<file path="src/rtl/egress_queue.sv">
// egress_queue
//
// Output stage placed directly after the arbitrated FIFOs. Every cycle in
// which the arbiter grants exactly one source, the granted word and the
// index of that source are written into a small circular buffer. The buffer
// head is presented on a valid/ready interface, and a registered blk signal
// throttles the arbiter before the buffer can overflow.
//
// Ports:
//   clk      - clock, all state updates on the rising edge
//   rst      - asynchronous reset, active low
//   gnt      - one-hot grant from the arbiter (nonzero => data_in valid)
//   data_in  - arbiter data word, sampled only on a one-hot grant
//   out_rdy  - downstream ready
//   out_vld  - head entry is valid
//   out_data - head entry data
//   out_src  - head entry source index (bit position of the writing grant)
//   count    - current occupancy
//   blk      - registered back-pressure to the arbiter
//   ovf      - sticky: a grant was dropped because the buffer was full
//   err      - sticky: a multi-hot grant was seen

module egress_queue #(
  parameter int NUM_REQS   = 2,
  parameter int WIDTH      = 8,
  parameter int OUT_DEPTH  = 4,
  parameter int BLK_MARGIN = 2,
  parameter int SIDW       = ($clog2(NUM_REQS) > 0 ? $clog2(NUM_REQS) : 1)
) (
  input  logic                           clk,
  input  logic                           rst,
  input  logic [NUM_REQS-1:0]            gnt,
  input  logic [WIDTH-1:0]               data_in,
  input  logic                           out_rdy,
  output logic                           out_vld,
  output logic [WIDTH-1:0]               out_data,
  output logic [SIDW-1:0]                out_src,
  output logic [$clog2(OUT_DEPTH):0]     count,
  output logic                           blk,
  output logic                           ovf,
  output logic                           err
);

  localparam int PW = $clog2(OUT_DEPTH);
  localparam int CW = PW + 1;

  localparam logic [PW-1:0] PTR_ONE     = PW'(1);
  localparam logic [CW-1:0] FULL_LEVEL  = CW'(OUT_DEPTH);
  localparam logic [CW-1:0] BLK_LEVEL   = CW'(OUT_DEPTH - BLK_MARGIN);
  localparam logic [NUM_REQS-1:0] GNT_ONE = NUM_REQS'(1);

  logic [WIDTH-1:0] mem_data [OUT_DEPTH];
  logic [SIDW-1:0]  mem_src  [OUT_DEPTH];

  logic [PW-1:0] wr_ptr;
  logic [PW-1:0] rd_ptr;

  logic            gnt_any;
  logic            gnt_one_hot;
  logic            gnt_multi;
  logic [SIDW-1:0] gnt_idx;
  logic            full;
  logic            pop;
  logic            push;
  logic            drop;
  logic [CW-1:0]   count_next;

  // Clearing the lowest set bit leaves zero only for a single-bit vector.
  assign gnt_any     = (gnt != '0);
  assign gnt_one_hot = gnt_any && ((gnt & (gnt - GNT_ONE)) == '0);
  assign gnt_multi   = gnt_any && !gnt_one_hot;

  always_comb begin
    gnt_idx = '0;
    for (int i = 0; i < NUM_REQS; i++) begin
      if (gnt[i]) begin
        gnt_idx = SIDW'(i);
      end
    end
  end

  assign out_vld  = (count != '0);
  assign out_data = mem_data[rd_ptr];
  assign out_src  = mem_src[rd_ptr];

  assign full = (count == FULL_LEVEL);
  assign pop  = out_vld && out_rdy;

  // A full buffer can still take a word when the head leaves in the same
  // cycle; otherwise the grant is lost and only ovf records it.
  assign push = gnt_one_hot && (!full || pop);
  assign drop = gnt_one_hot && full && !pop;

  assign count_next = count + CW'(push) - CW'(pop);

  // Entry storage needs no reset: nothing is visible until count is nonzero.
  always_ff @(posedge clk) begin
    if (push) begin
      mem_data[wr_ptr] <= data_in;
      mem_src[wr_ptr]  <= gnt_idx;
    end
  end

  always_ff @(posedge clk or negedge rst) begin
    if (!rst) begin
      wr_ptr <= '0;
      rd_ptr <= '0;
      count  <= '0;
      blk    <= 1'b0;
      ovf    <= 1'b0;
      err    <= 1'b0;
    end else begin
      if (push) begin
        wr_ptr <= wr_ptr + PTR_ONE;
      end
      if (pop) begin
        rd_ptr <= rd_ptr + PTR_ONE;
      end
      count <= count_next;
      // Thresholding the post-update occupancy leaves BLK_MARGIN free slots
      // for grants the arbiter already has in flight.
      blk <= (count_next >= BLK_LEVEL);
      if (drop) begin
        ovf <= 1'b1;
      end
      if (gnt_multi) begin
        err <= 1'b1;
      end
    end
  end

endmodule

</file>
<file path="config.mk">
export PLATFORM = sky130hd
export DESIGN_NAME = egress_queue
export DESIGN_NICKNAME = d
export VERILOG_FILES = /design/src/rtl/egress_queue.sv
export SDC_FILE = /design/constraint.sdc
export NUM_CORES = 1
export LEC_CHECK = 0
export ABC_AREA = 1
export BUFFER_PORTS_ARGS = -buffer_cell sky130_fd_sc_hd__buf_2
export CORE_MARGIN = 10
export CORE_UTILIZATION = 27
export CTS_CLUSTER_SIZE = 30
export DETAILED_ROUTE_END_ITERATION = 10
export GPL_TIMING_DRIVEN = 0
export MAX_ROUTING_LAYER = met4
export PLACE_DENSITY_LB_ADDON = 0.3
export SYNTH_ARGS = -nofsm -noshare
export SYNTH_HDL_FRONTEND = slang
export SYNTH_SLANG_ARGS = --single-unit
</file>
<file path="constraint.sdc">
create_clock -name clk -period 6.4 [get_ports clk]
set_clock_uncertainty 0.15 [all_clocks]
set_input_delay 1.92 -clock clk [delete_from_list [all_inputs] [get_ports clk]]
set_output_delay 1.92 -clock clk [all_outputs]
set_load 0.05 [all_outputs]
</file>
==> flow_summary.toml <==
[outcome]
outcome = "complete, no violations"

[pwr]
intPower_uw = 673.0
p_per_area_nw_per_um2 = 525.7
netSwitchingFraction_pct = 46.35
p_leak_nw = 1.006
p_seq_share_pct = 34.7
switchingPower_uw = 581.3
fin_total_pwr_mw = 1.254
comb_power_share_pct = 48.3
pwr-share-clk_pct = 17.1
ir_drop_uv = 139.4

[synth]
postSynthCellCount = 171
seq_area_frac_synth_pct = 66.29
ys_ff_latch = 46
synth_cell_types = 18
syn_area_per_cell_um2 = 11.74
synth_top_area_cell = "edfxtp_1"
ys_top_cells_by_area = "edfxtp_1 (54%), dfrtp_1 (12%), nand2_1 (6.9%)"
yosysTopAreaCellShare_pct = 53.83
yosys_warnings = 0
syn_area_um2 = 2008
synth_nets = 192

[global_routing]
grt_pass1_vias = 1243
top_usage_layer = "met2"
grt_overflow = 0
use_met3_pct = 1.872
use_met2_pct = 12.28
antenna_found_initial = 0
grt_max_degree = 16
grt_use_total_pct = 7.665
use_met1_pct = 8.817
grt_pass1_wl_um = 6423

[sta]
final.setup.tns_ns = 0
period_share_pct = 57.45
tightest_slew_ns = 1.001
setup_viol_count_final = 0
rsz0062_at_grt = "false"
fmax_mhz = 272.0
period_needed_ns = 3.677
holdWs_ns = 0.3353
finalMaxSlewViolations = 0
maxSlewHeadroom_pct = 33.01
hold_viol = 0

[final_layout]
finish.utilization_pct = 32.90
num-fill-cells = 758
drive_gt1_share_pct = 26.57
n_antenna_cell = 0
design_area_um2 = 2386
final_common_cell = "nand2_1"
nets = 227
final_cell_mix = "nand2_1 (37), edfxtp_1 (36), buf_2 (31)"
area_growth_pct = 18.82

[clock_network]
cts_setup_buffers = 0
cts_tree = "yes"
clock_path_buffers = 2
clk_pin_slew_worst_paths_ns = 0.08
numCtsBuffers = 5
root_buffer = "clkbuf_8"
insertion_delay_ns = 0.30
cts_hold_buf = 0
cts_resized = 0
cts.sinks = 46
cts_max_level = 2

[setup_path]
cp_max_fo = 10
reg2reg_from = "count[1]"
critPathCaptureType = "output pin"
worstSetupStartpointType = "register"
crit_type = "register to output pin"
required_ns = 4.33
startpoint = "rd_ptr[0]"
crit_arrival_ns = 1.61

[placed_design]
placed_area_um2 = 2272
post-dp-hpwl_um = 2761
port_buffers = 28
routabilityCongestion = 0.7104

[floorplanning]
row_count = 31
fp.dieH_um = 106.2
die_x_um = 106.2
dieArea_um2 = 11290
initial_core_util_pct = 27.69
ios = 29
core_region_area_um2 = 7253

[worst_hold_path]
holdCritStartpoint = "ovf"
holdCritPathClass = "register to register"

[run]
drv_cap = 0

[routing]
via_count = 1226
first_pass_iters = 4
drc = 0
viasPerCell = 4.007
drtIter0Drc = 48
antenna_left = 0
wl_per_cell_um = 13.08
wirelength_um = 4004
power groups by stage:
| stage | combinational [mW] | sequential [mW] | clock (mW) |
|---|---|---|---|
| 2_1_floorplan | 0.418 | 0.488 | 0 |
| 3_3_place_gp | 0.616 | 0.440 | 0 |
| 3_5_place_dp | 0.621 | 0.441 | 0 |
| 4_1_cts | 0.621 | 0.435 | 0.219 |
| 5_1_grt | 0.668 | 0.443 | 0.233 |
| 6_report | 0.605 | 0.435 | 0.214 |
synthesized netlist by cell type:
library cell	n
nand3_1	4
fa_1	1
nand2_2	1
o211ai_2	9
edfxtp_1	36
buf_6	2
inv_2	3
clkbuf_1	1
nand2_1	37
nor2_1	24
or2_2	1
nand3b_1	2
ha_1	7
o21ai_0	9
buf_2	3
o21bai_1	1
dfrtp_1	10
inv_1	20
flip-flops by register name, summed over array words and instances, names as in the netlist:
signal	flops
count	3
mem_data	32
err	1
mem_src	4
rd_ptr	2
wr_ptr	2
blk	1
ovf	1
area by class of cell:
class / count / area [um2] / area share [%]
Buffer: 6 / 41.29 / 1.730
Clock buffer: 5 / 68.82 / 2.884
Clock inverter: 3 / 45.04 / 1.888
Inverter: 23 / 86.33 / 3.618
Multi-Input combinational cell: 96 / 549.3 / 23.02
Sequential cell: 46 / 1331 / 55.79
Tap cell: 99 / 123.9 / 5.191
Timing Repair Buffer: 28 / 140.1 / 5.873
through the flow:
stage	std cells	worst slack, ns
after floorplan	171	2.715
after global placement	298	2.461
after detailed placement	298	2.459
after CTS	306	2.688
after global routing	306	2.575
final	306	2.723
critical path, cell delays in order (launching register included):
cell and delay (ns):
dfrtp_1 0.38, clkbuf_1 0.39, o21ai_0 0.17, nand2_1 0.10, buf_2 0.27
layer usage:
layer	vias up	wire length (um)
met4	0	87
li1	632	-
met1	570	1794
met3	6	96
met5	-	0
met2	18	2024
logic make-up (layout without fill, tap and decap cells):
group	Yosys count	after routing	synth area share (%)
AOI/OAI and AO/OA	19	19	8.224
adders and majority gates	8	8	5.358
buffers and inverters	29	65	6.355
DFF	46	46	66.29
and+or+nand+nor	69	69	13.77
final timing paths:
path,endpoint,slack [ns],depth (start not counted)
max reg2reg,blk,4.20,9
min,ovf,0.34,1
max,out_data[1],2.72,4
min in group asynchronous,ovf,1.32,1
max in group asynchronous,blk,4.59,1
min reg2reg,ovf,0.34,1
(Power assumes the default switching activity.)
